`src/rtl/host_spi_regif.sv`:
```
// SPI slave (CPHA=0) turning host frames into register write/read strobes on master_clk.
// Macro HOST_SPI_READBACK_EN enables the register readback path; otherwise SOMI loops back SIMO.
module host_spi_regif #(
    parameter int ADDR_W = 7,
    parameter int WORD_W = 16,
    parameter int CPOL   = 0
) (
    input  logic              master_clk,
    input  logic              reset,
    input  logic              spi_clk,
    input  logic              spi_simo,
    input  logic              spi_cs_n,
    output logic              spi_somi,
    output logic              spi_somi_oe,
    output logic              wr_strobe,
    output logic [ADDR_W-1:0] wr_addr,
    output logic [WORD_W-1:0] wr_data,
    output logic              rd_strobe,
    output logic [ADDR_W-1:0] rd_addr,
    input  logic [WORD_W-1:0] rd_data,
    output logic              frame_err
);

    localparam int FRAME_LEN = 1 + ADDR_W + WORD_W;
    localparam int CNT_W     = $clog2(FRAME_LEN + 2);
    localparam logic [CNT_W-1:0] CNT_LAST_ADDR   = CNT_W'(ADDR_W);
    localparam logic [CNT_W-1:0] CNT_LAST_DATA   = CNT_W'(FRAME_LEN - 1);
    localparam logic [CNT_W-1:0] CNT_FRAME       = CNT_W'(FRAME_LEN);
    localparam logic [CNT_W-1:0] CNT_FIRST_SHIFT = CNT_W'(ADDR_W + 2);

    typedef enum logic [2:0] {IDLE, CMD, ADDR, DATA, DONE} state_t;

    logic sclk_p0, sclk_p1, sclk_p2;
    logic simo_p0, simo_p1;
    logic cs_p0, cs_p1, cs_p2;
    logic armed;
    logic sample_edge, cs_fall, cs_rise;

    state_t            state;
    logic [CNT_W-1:0]  cnt;
    logic              rnw;
    logic [ADDR_W-1:0] addr_sr, addr_shift;
    logic [WORD_W-2:0] data_sr;
    logic [WORD_W-1:0] data_shift;

    // Synchronisers clear to 0; a cs falling edge therefore needs cs seen high first.
    always_ff @(posedge master_clk or posedge reset) begin
        if (reset) begin
            sclk_p0 <= 1'b0; sclk_p1 <= 1'b0; sclk_p2 <= 1'b0;
            simo_p0 <= 1'b0; simo_p1 <= 1'b0;
            cs_p0   <= 1'b0; cs_p1   <= 1'b0; cs_p2   <= 1'b0;
            armed   <= 1'b0;
        end else begin
            sclk_p0 <= spi_clk;  sclk_p1 <= sclk_p0; sclk_p2 <= sclk_p1;
            simo_p0 <= spi_simo; simo_p1 <= simo_p0;
            cs_p0   <= spi_cs_n; cs_p1   <= cs_p0;   cs_p2   <= cs_p1;
            armed   <= armed | cs_p1;
        end
    end

    assign sample_edge = (CPOL == 0) ? (sclk_p1 & ~sclk_p2) : (~sclk_p1 & sclk_p2);
    assign cs_fall     = ~cs_p1 & cs_p2;
    assign cs_rise     = cs_p1 & ~cs_p2;

    generate
        if (ADDR_W > 1) begin : g_addr_wide
            assign addr_shift = {addr_sr[ADDR_W-2:0], simo_p1};
        end else begin : g_addr_one
            assign addr_shift = simo_p1;
        end
    endgenerate
    assign data_shift = {data_sr, simo_p1};

`ifdef HOST_SPI_READBACK_EN
    logic              shift_edge;
    logic              rd_load;
    logic [WORD_W-1:0] somi_sr;
    assign shift_edge = (CPOL == 0) ? (~sclk_p1 & sclk_p2) : (sclk_p1 & ~sclk_p2);
`else
    logic loop_bit;
    logic unused_rd_data;
    assign unused_rd_data = ^rd_data;
`endif

    always_ff @(posedge master_clk or posedge reset) begin
        if (reset) begin
            state       <= IDLE;
            cnt         <= '0;
            rnw         <= 1'b0;
            addr_sr     <= '0;
            data_sr     <= '0;
            spi_somi    <= 1'b0;
            spi_somi_oe <= 1'b0;
            wr_strobe   <= 1'b0;
            wr_addr     <= '0;
            wr_data     <= '0;
            rd_strobe   <= 1'b0;
            rd_addr     <= '0;
            frame_err   <= 1'b0;
`ifdef HOST_SPI_READBACK_EN
            rd_load     <= 1'b0;
            somi_sr     <= '0;
`else
            loop_bit    <= 1'b0;
`endif
        end else begin
            wr_strobe   <= 1'b0;
            rd_strobe   <= 1'b0;
            frame_err   <= 1'b0;
            spi_somi_oe <= armed & ~cs_p1;
            if (cs_fall) begin
                state <= CMD;
                cnt   <= '0;
`ifndef HOST_SPI_READBACK_EN
                loop_bit <= 1'b0;
`endif
            end else if (cs_rise) begin
                // Short frames never reach DONE; long frames saturate the counter past FRAME_LEN.
                if (state != IDLE && (state != DONE || cnt > CNT_FRAME))
                    frame_err <= 1'b1;
                state <= IDLE;
            end else if (sample_edge && state != IDLE) begin
                if (cnt <= CNT_FRAME)
                    cnt <= cnt + CNT_W'(1);
`ifndef HOST_SPI_READBACK_EN
                loop_bit <= simo_p1;
`endif
                case (state)
                    CMD: begin
                        rnw   <= simo_p1;
                        state <= ADDR;
                    end
                    ADDR: begin
                        addr_sr <= addr_shift;
                        if (cnt == CNT_LAST_ADDR) begin
                            state <= DATA;
`ifdef HOST_SPI_READBACK_EN
                            if (rnw) begin
                                rd_strobe <= 1'b1;
                                rd_addr   <= addr_shift;
                            end
`endif
                        end
                    end
                    DATA: begin
                        data_sr <= data_shift[WORD_W-2:0];
                        if (cnt == CNT_LAST_DATA) begin
                            state <= DONE;
                            if (!rnw) begin
                                wr_strobe <= 1'b1;
                                wr_addr   <= addr_sr;
                                wr_data   <= data_shift;
                            end
                        end
                    end
                    default: ;
                endcase
            end
`ifdef HOST_SPI_READBACK_EN
            // The shift edge before the first data sample presents the MSB, so it must not shift.
            rd_load <= rd_strobe;
            if (rd_load)
                somi_sr <= rd_data;
            else if (shift_edge && state == DATA && cnt >= CNT_FIRST_SHIFT)
                somi_sr <= {somi_sr[WORD_W-2:0], 1'b0};
            spi_somi <= (state == DATA && rnw) ? somi_sr[WORD_W-1] : 1'b0;
`else
            spi_somi <= (state inside {CMD, ADDR, DATA}) ? loop_bit : 1'b0;
`endif
        end
    end

endmodule

```
`config.mk`:
```
export PLATFORM = sky130hd
export DESIGN_NAME = host_spi_regif
export DESIGN_NICKNAME = d
export VERILOG_FILES = /design/src/rtl/host_spi_regif.sv
export SDC_FILE = /design/constraint.sdc
export NUM_CORES = 1
export LEC_CHECK = 0
export ABC_CLOCK_PERIOD_IN_PS = 2420
export CORE_ASPECT_RATIO = 1.1
export CORE_MARGIN = 5
export CORE_UTILIZATION = 50
export DETAILED_ROUTE_END_ITERATION = 8
export PLACE_DENSITY = 0.78
export SYNTH_ARGS = -nofsm -noshare
export SYNTH_HDL_FRONTEND = slang
export SYNTH_SLANG_ARGS = --single-unit
```
`constraint.sdc`:
```
create_clock -name master_clk -period 2.42 [get_ports master_clk]
set_input_delay 0.484 -clock master_clk [delete_from_list [all_inputs] [get_ports master_clk]]
set_output_delay 0.484 -clock master_clk [all_outputs]
set_load 0.05 [all_outputs]
```
==> run_results.csv, run 1 <==
group,metric,value,unit
outcome,outcome,"finished clean",
place,dp_hpwl,2960,um
flow_run,timing.max_cap.violations,0,
clock_network,post-cts-setup-buffers,0,
synth,ys_seq_area_share,60.4,%
grt,grt_use_met2,19.6,%
critical_path,regToRegSetupSlack,0.33,ns
synth,ys_ff_latch,68,
detailed_routing,dr_total_vias,1601,
critical_path,critical_path.endpoint,"wr_data[11]$_DFFE_PP0P_",
clock_network,ctsHoldBuffers,0,
detailed_routing,drt-pass1-iter-count,4,
synth,postSynthCellCount,201,
clock_network,clock_tree.htree_level_count,3,
clock_network,tritoncts,"yes",
power,vdd_ir_drop_max,0.433,mV
synth,synth_area_per_cell,14.0,sq um
timing,final_skew,0.00833,ns
timing,setup_total_negative_slack,0,ns
grt,grt-ovfl-total,0,
synth,synth_edf_count,0,
clock_network,max-clock-path-buffers,2,
timing,rsz_0062_raised_after_global_routing,"no",
synth,ys.warnings.count,7,
grt,antenna_violations_before_repair,0,
clock_network,cts_num_sinks,68,
clock_network,postCtsResizedCells,0,
timing,worst_slew_pin_slew,0.529,ns
critical_path,cp_data_required_time,2.64,ns
critical_path,worstSetupStartpoint,"cs_p1$_DFF_PP0_",
detailed_routing,drt.antenna.violating_nets,0,
cells_and_area,syn_to_final_growth,21.1,%
grt,globalRouteMet3Util,6.11,%
grt,globalRoute.busiestLayer,"met1",
critical_path,worst_r2r_path_depth,7,
timing,final-max-slew-violation-count,0,
detailed_routing,routed_wirelength,4530,um
die,placementRows,28,
place,globalplace.congestion,0.844,
timing,worst_slew_margin_rel,64.6,%
detailed_routing,per_cell_via_count_in_the_routed_design,5.03,
die,die_height,88.7,um
die,io_pins,56,
power,powerDensity,822,nW/um^2
timing,whs,0.349,ns
synth,yosysTopAreaCellShare,60.4,%
die,die_width,81.5,um
critical_path,critical_path.max_fanout,24,
critical_path,endpoint_kind,"register",
grt,grt_max_degree,69,
die,core-area,5430,sq um
timing,clock.fmax,0.478,GHz
cells_and_area,nNetsFinal,263,
detailed_routing,routed_wire_length_per_instance,14.2,um
cells_and_area,layout_cells_sized_above_1,30.0,%
worst_hold_path,timing.hold.worst.class,"reg2reg",
timing,timing.final.crit_share,86.5,%
synth,yosys.area.top_type,"sky130_fd_sc_hd__dfrtp_1",
clock_network,clock_tree.root_cell,"sky130_fd_sc_hd__clkbuf_8",
power,p_total,2.80,mW
synth,synth_top_cells_by_count,"sky130_fd_sc_hd__dfrtp_1, sky130_fd_sc_hd__mux2_2, sky130_fd_sc_hd__nor2_1",
critical_path,critical_path_class,"reg2reg",
grt,wire_length_of_the_first_global_routing_pass,7780,um
detailed_routing,detail_route.drc_violations,0,
synth,synth_flop_cell,"sky130_fd_sc_hd__dfrtp_1",
grt,vias_in_the_first_global_route,1577,
cells_and_area,antenna_cells,0,
grt,track_usage,14.8,%
critical_path,worst_setup_sp_type,"register",
detailed_routing,detailedRoute.firstIterationViolations,177,
worst_hold_path,hold_path_startpoint,"sclk_p0$_DFF_PP0_",
critical_path,worstReg2RegEnd,"wr_data[11]$_DFFE_PP0P_",
clock_network,clk_latency,0.34,ns
die,dieArea,7230,sq um
clock_network,numCtsBuffers,9,
place,buffer_ports.inserted,31,
synth,cell_area_after_synthesis,2820,sq um
synth,yosys.cell_count.top_type,"sky130_fd_sc_hd__dfrtp_1",
timing,final-setup-viol-count,0,
synth,asyncSetResetFlopFracSynth,100,%
critical_path,reg_to_reg_critical_path_startpoint,"cs_p1$_DFF_PP0_",
timing,final_hold_viol_count,0,
timing,layout_min_cycle_time,2.09,ns
synth,ys_types,39,
critical_path,arrival,2.32,ns
power,power_leakage,1.63,nW
grt,met1_usage,20.6,%
synth,synth.top_cells.by_area,"sky130_fd_sc_hd__dfrtp_1, sky130_fd_sc_hd__mux2_2, sky130_fd_sc_hd__buf_4",
cells_and_area,fillers,394,
die,floorplan.initialDensity,51.8,%
clock_network,path_clk_slew,0.07,ns
==> sequential cells by signal, indices dropped and copies added, names as in the netlist, 3 cells and up <==
name     count
state        3
data_sr     15
wr_addr      7
cnt          5
wr_data     16
addr_sr      7
==> worst min path at each step <==
stage | end | slack, ns | cells after the start
2_1_floorplan | cs_p1$_DFF_PP0_ | 0.33 | 0
5_1_grt | cs_p1$_DFF_PP0_ | 0.36 | 0
3_5_place_dp | sclk_p1$_DFF_PP0_ | 0.33 | 0
4_1_cts | sclk_p1$_DFF_PP0_ | 0.35 | 0
3_3_place_gp | cs_p1$_DFF_PP0_ | 0.33 | 0
6_report | sclk_p1$_DFF_PP0_ | 0.35 | 0
==> cell families after synthesis <==
logic type                 share of synthesized area, %
DFF                                                60.4
muxes                                              19.5
and+or+nand+nor                                    9.60
buffers and inverters                              4.76
AOI/OAI and AO/OA                                  3.78
adders and majority gates                          1.78
other                                             0.133
==> cell type report <==
type | instances | area [sq um] | area share, %
Clock buffer | 10 | 138 | 4.04
Clock inverter | 6 | 86.3 | 2.53
Inverter | 5 | 18.8 | 0.550
Multi-Input combinational cell | 119 | 1010 | 29.5
Sequential cell | 68 | 1700 | 49.9
Tap cell | 75 | 93.8 | 2.75
Timing Repair Buffer | 35 | 365 | 10.7
==> metal layers <==
metal / part of all wire [%] / routed length [um]
met1: 45 / 2030
met5: 0 / 0
met3: 5.9 / 268
met2: 47 / 2130
met4: 2.4 / 110
==> metrics by stage <==
stage	setup slack [ns]	cells	util [%]	cell area [sq um]
6_report	0.326	318	62.8	3410
5_1_grt	0.190	318	62.8	3410
4_1_cts	0.321	318	62.8	3410
3_5_place_dp	0.332	302	58.7	3190
3_3_place_gp	0.391	302	58.7	3190
2_1_floorplan	0.224	208	-	2840
==> critical path: stages, from the launching register on <==
cell and delay (ns):
sky130_fd_sc_hd__dfrtp_1 0.41, sky130_fd_sc_hd__inv_1 0.06, sky130_fd_sc_hd__ha_1 0.31, sky130_fd_sc_hd__nor2_1 0.21
sky130_fd_sc_hd__nand2_1 0.13, sky130_fd_sc_hd__nor4_4 0.27, sky130_fd_sc_hd__buf_12 0.22, sky130_fd_sc_hd__mux2_2 0.35
==> power breakdown <==
part	internal, mW	total [mW]	switching, mW	leakage (nW)
sequential	1.25	1.36	0.118	0.910
clock	0.608	1.03	0.424	0.113
combinational	0.176	0.408	0.232	0.606
total	2.03	2.80	0.774	1.63
==> cells in the final DEF (no fill, tap or decap), types with 2 or more instances in the layout <==
cell	synthesis	layout
sky130_fd_sc_hd__o21bai_1	2	2
sky130_fd_sc_hd__buf_12	0	2
sky130_fd_sc_hd__mux2i_1	2	2
sky130_fd_sc_hd__a32o_1	2	2
sky130_fd_sc_hd__nor2b_1	4	4
sky130_fd_sc_hd__o21ai_0	3	3
sky130_fd_sc_hd__nand4_1	3	3
sky130_fd_sc_hd__conb_1	1	8
sky130_fd_sc_hd__ha_1	4	4
sky130_fd_sc_hd__nand4b_1	2	2
sky130_fd_sc_hd__nand2b_1	3	3
sky130_fd_sc_hd__dfrtp_1	68	68
sky130_fd_sc_hd__buf_4	8	2
sky130_fd_sc_hd__nand2_1	8	8
sky130_fd_sc_hd__mux2_2	46	46
sky130_fd_sc_hd__bufinv_16	0	2
sky130_fd_sc_hd__nor2_1	10	10
sky130_fd_sc_hd__clkbuf_8	0	10
sky130_fd_sc_hd__clkdlybuf4s50_1	0	31
sky130_fd_sc_hd__clkinv_2	0	2
sky130_fd_sc_hd__nor3_1	4	4
sky130_fd_sc_hd__inv_1	5	4
No activity file was read; power rests on OpenSTA's default activity.
==> run 2, diff against run 1 <==
--- a/config.mk
+++ b/config.mk
@@ -8,9 +8,10 @@
 export ABC_CLOCK_PERIOD_IN_PS = 2420
 export CORE_ASPECT_RATIO = 1.1
 export CORE_MARGIN = 5
-export CORE_UTILIZATION = 50
+export CORE_UTILIZATION = 51
 export DETAILED_ROUTE_END_ITERATION = 8
-export PLACE_DENSITY = 0.78
+export GPL_TIMING_DRIVEN = 0
+export PLACE_DENSITY = 0.79
 export SYNTH_ARGS = -nofsm -noshare
 export SYNTH_HDL_FRONTEND = slang
 export SYNTH_SLANG_ARGS = --single-unit
==> run 2 against run 1 <==
Effect of this change: wire length down 0.57%; first-iteration DRC count is 59% lower; combinational power up 8.1%; worst setup slack got worse by 0.14 ns; sequential share of layout area shrank 1.4 points; clock skew rose by 0.0030 ns; fmax decreased by 6.1%; global-route usage decreased by 0.061 points; total power is 0.50% higher; register-to-register slack worse by 0.14 ns; die area decreased by 1.7%; design area rose by 3.0%; highest routed layer unchanged.
==> run_results.csv, run 2 (synthesized netlist as in run 1, its figures left out) <==
group,metric,value,unit
outcome,outcome,"finished clean",
timing,rsz_0062_raised_after_global_routing,"no",
grt,grt_max_degree,37,
critical_path,cp_data_required_time,2.65,ns
clock_network,clock_tree.root_cell,"sky130_fd_sc_hd__clkbuf_8",
detailed_routing,detail_route.drc_violations,0,
clock_network,cts_num_sinks,68,
place,detailed_place.area,3270,sq um
clock_network,clock_tree.htree_level_count,3,
critical_path,critical_path.max_fanout,10,
detailed_routing,routed_wire_length_per_instance,13.5,um
detailed_routing,detailedRoute.firstIterationViolations,73,
detailed_routing,per_cell_via_count_in_the_routed_design,4.90,
cells_and_area,stdcell_count,334,
grt,track_usage,14.8,%
cells_and_area,nNetsFinal,279,
power,power_leakage,1.70,nW
clock_network,postCtsResizedCells,0,
power,vdd_ir_drop_max,0.616,mV
place,dpl_worst_slack,-0.0440,ns
cells_and_area,largest_register_ff_count,16,
cells_and_area,layout.core_utilization,65.5,%
die,io_pins,56,
power,seqPwrFrac,48.1,%
clock_network,clk_latency,0.34,ns
timing,final-max-slew-violation-count,0,
timing,final_hold_viol_count,0,
cells_and_area,fillers,395,
detailed_routing,drt.antenna.violating_nets,0,
timing,timing.final.crit_share,92.2,%
die,dieArea,7110,sq um
cells_and_area,syn_to_final_growth,24.7,%
timing,worst_slew_pin_slew,0.739,ns
place,placed_cells,315,
timing,worst_slew_margin_rel,50.7,%
timing,clock.fmax,0.448,GHz
timing,final_skew,0.0113,ns
power,p_clk_share,36.3,%
flow_run,timing.max_cap.violations,0,
worst_hold_path,timing.hold.worst.class,"reg2reg",
power,fraction_of_power_spent_switching_nets,28.3,%
cells_and_area,layout_cells_sized_above_1,33.2,%
critical_path,worst_setup_sp_type,"register",
die,die_height,87.9,um
die,placementRows,28,
grt,vias_in_the_first_global_route,1682,
cells_and_area,largestRegisters,"wr_data: 16 flops, data_sr: 15 flops",
power,powerDensity,802,nW/um^2
clock_network,max-clock-path-buffers,2,
cells_and_area,design_area,3510,sq um
grt,wire_length_of_the_first_global_routing_pass,7920,um
die,die_width,80.8,um
clock_network,path_clk_slew,0.07,ns
place,buffer_ports.inserted,31,
detailed_routing,dr_total_vias,1636,
detailed_routing,routed_wirelength,4510,um
critical_path,critical_path_class,"reg2reg",
cells_and_area,antenna_cells,0,
power,p_int,2.02,mW
critical_path,critical-path-slowest-cell,"sky130_fd_sc_hd__dfrtp_1",
cells_and_area,regMostFlops,"wr_data",
place,globalplace.congestion,0.867,
timing,layout_min_cycle_time,2.23,ns
power,p_total,2.82,mW
critical_path,cp.buffers_inverters,4,
critical_path,arrival,2.46,ns
clock_network,tritoncts,"yes",
timing,final-setup-viol-count,0,
die,floorplan.initialDensity,52.5,%
timing,whs,0.349,ns
critical_path,crit_path_cell_trace,"inv_1, ha_1, clkbuf_2, nor2_1, nand2_1, nor4_4, buf_4, buf_6, mux2_2",
cells_and_area,layout_common_cells,"sky130_fd_sc_hd__dfrtp_1, sky130_fd_sc_hd__mux2_2, sky130_fd_sc_hd__clkdlybuf4s50_1",
timing,layout_setup_ws,0.190,ns
power,power.share.combinational,15.7,%
critical_path,endpoint_kind,"register",
timing,setup_total_negative_slack,0,ns
power,power_switching,798,uW
critical_path,critPathMaxStageDelay,0.41,ns
cells_and_area,final_common_cell,"sky130_fd_sc_hd__dfrtp_1",
clock_network,numCtsBuffers,9,
grt,grt-ovfl-total,0,
critical_path,worst_path_dominant_cell_family,"simple AND/OR/NAND/NOR gates",
place,dp_hpwl,3150,um
detailed_routing,drt-pass1-iter-count,4,
grt,antenna_violations_before_repair,0,
die,core-area,5360,sq um
-- run 2: changes by cell type in the layout (fill, tap and decap cells not counted), sizes merged --
cell and delta:
buf +12, clkbuf +3, clkinv +1
-- run 2: worst paths after layout --
check | from | endpoint | slack (ns) | cells past startpoint
min | cs_p0$_DFF_PP0_ | cs_p1$_DFF_PP0_ | 0.35 | 0
max in group asynchronous | reset | spi_somi_oe$_DFF_PP0_ | 1.21 | 3
max reg2reg | cs_p1$_DFF_PP0_ | wr_data[15]$_DFFE_PP0P_ | 0.19 | 9
min in group asynchronous | reset | data_sr[3]$_DFFE_PP0P_ | 0.58 | 2
max | cs_p1$_DFF_PP0_ | wr_data[15]$_DFFE_PP0P_ | 0.19 | 9
min reg2reg | cs_p0$_DFF_PP0_ | cs_p1$_DFF_PP0_ | 0.35 | 0
-- run 2: per-layer routing --
layer / vias up / track usage (%) / wire, um
met5: - / 0 / 0
met4: 0 / 7.37 / 75
met3: 6 / 5.14 / 213
met2: 33 / 21.2 / 2100
met1: 799 / 20.0 / 2120
li1: 798 / - / -
-- run 2: layout make-up --
type                       instances  area, sq um  area share [%]
sequential                        68         1700            48.5
multi-input combinational        119         1010            28.7
timing repair buffer              35          353            10.0
clock buffer                       9          124            3.53
buffer                            16          115            3.28
clock inverter                     7         98.8            2.82
tap                               75         93.8            2.67
inverter                           5         18.8           0.535
-- run 2: repair_timing --
action | in CTS | in global routing
pin swaps | 1 | 1
endpoints found under the setup margin | 19 | 22
hold buffers | 0 | 0
buffers inserted | 2 | 1
-- run 2: power by group through the flow --
stage	Clock, mW	Combinational, mW	Sequential [mW]
finish	1.02	0.441	1.35
global route	1.09	0.488	1.37
CTS	1.04	0.447	1.35
detailed placement	0	0.445	1.38
global placement	0	0.425	1.36
floorplan	0	0.337	1.37
-- run 2: worst reg2reg max path, delay by kind of cell, from the launching register on --
family	cells	cell delay (ns)
buffers and inverters	4	0.57
adders and majority gates	1	0.19
muxes	1	0.34
and+or+nand+nor	3	0.62
DFF	1	0.41
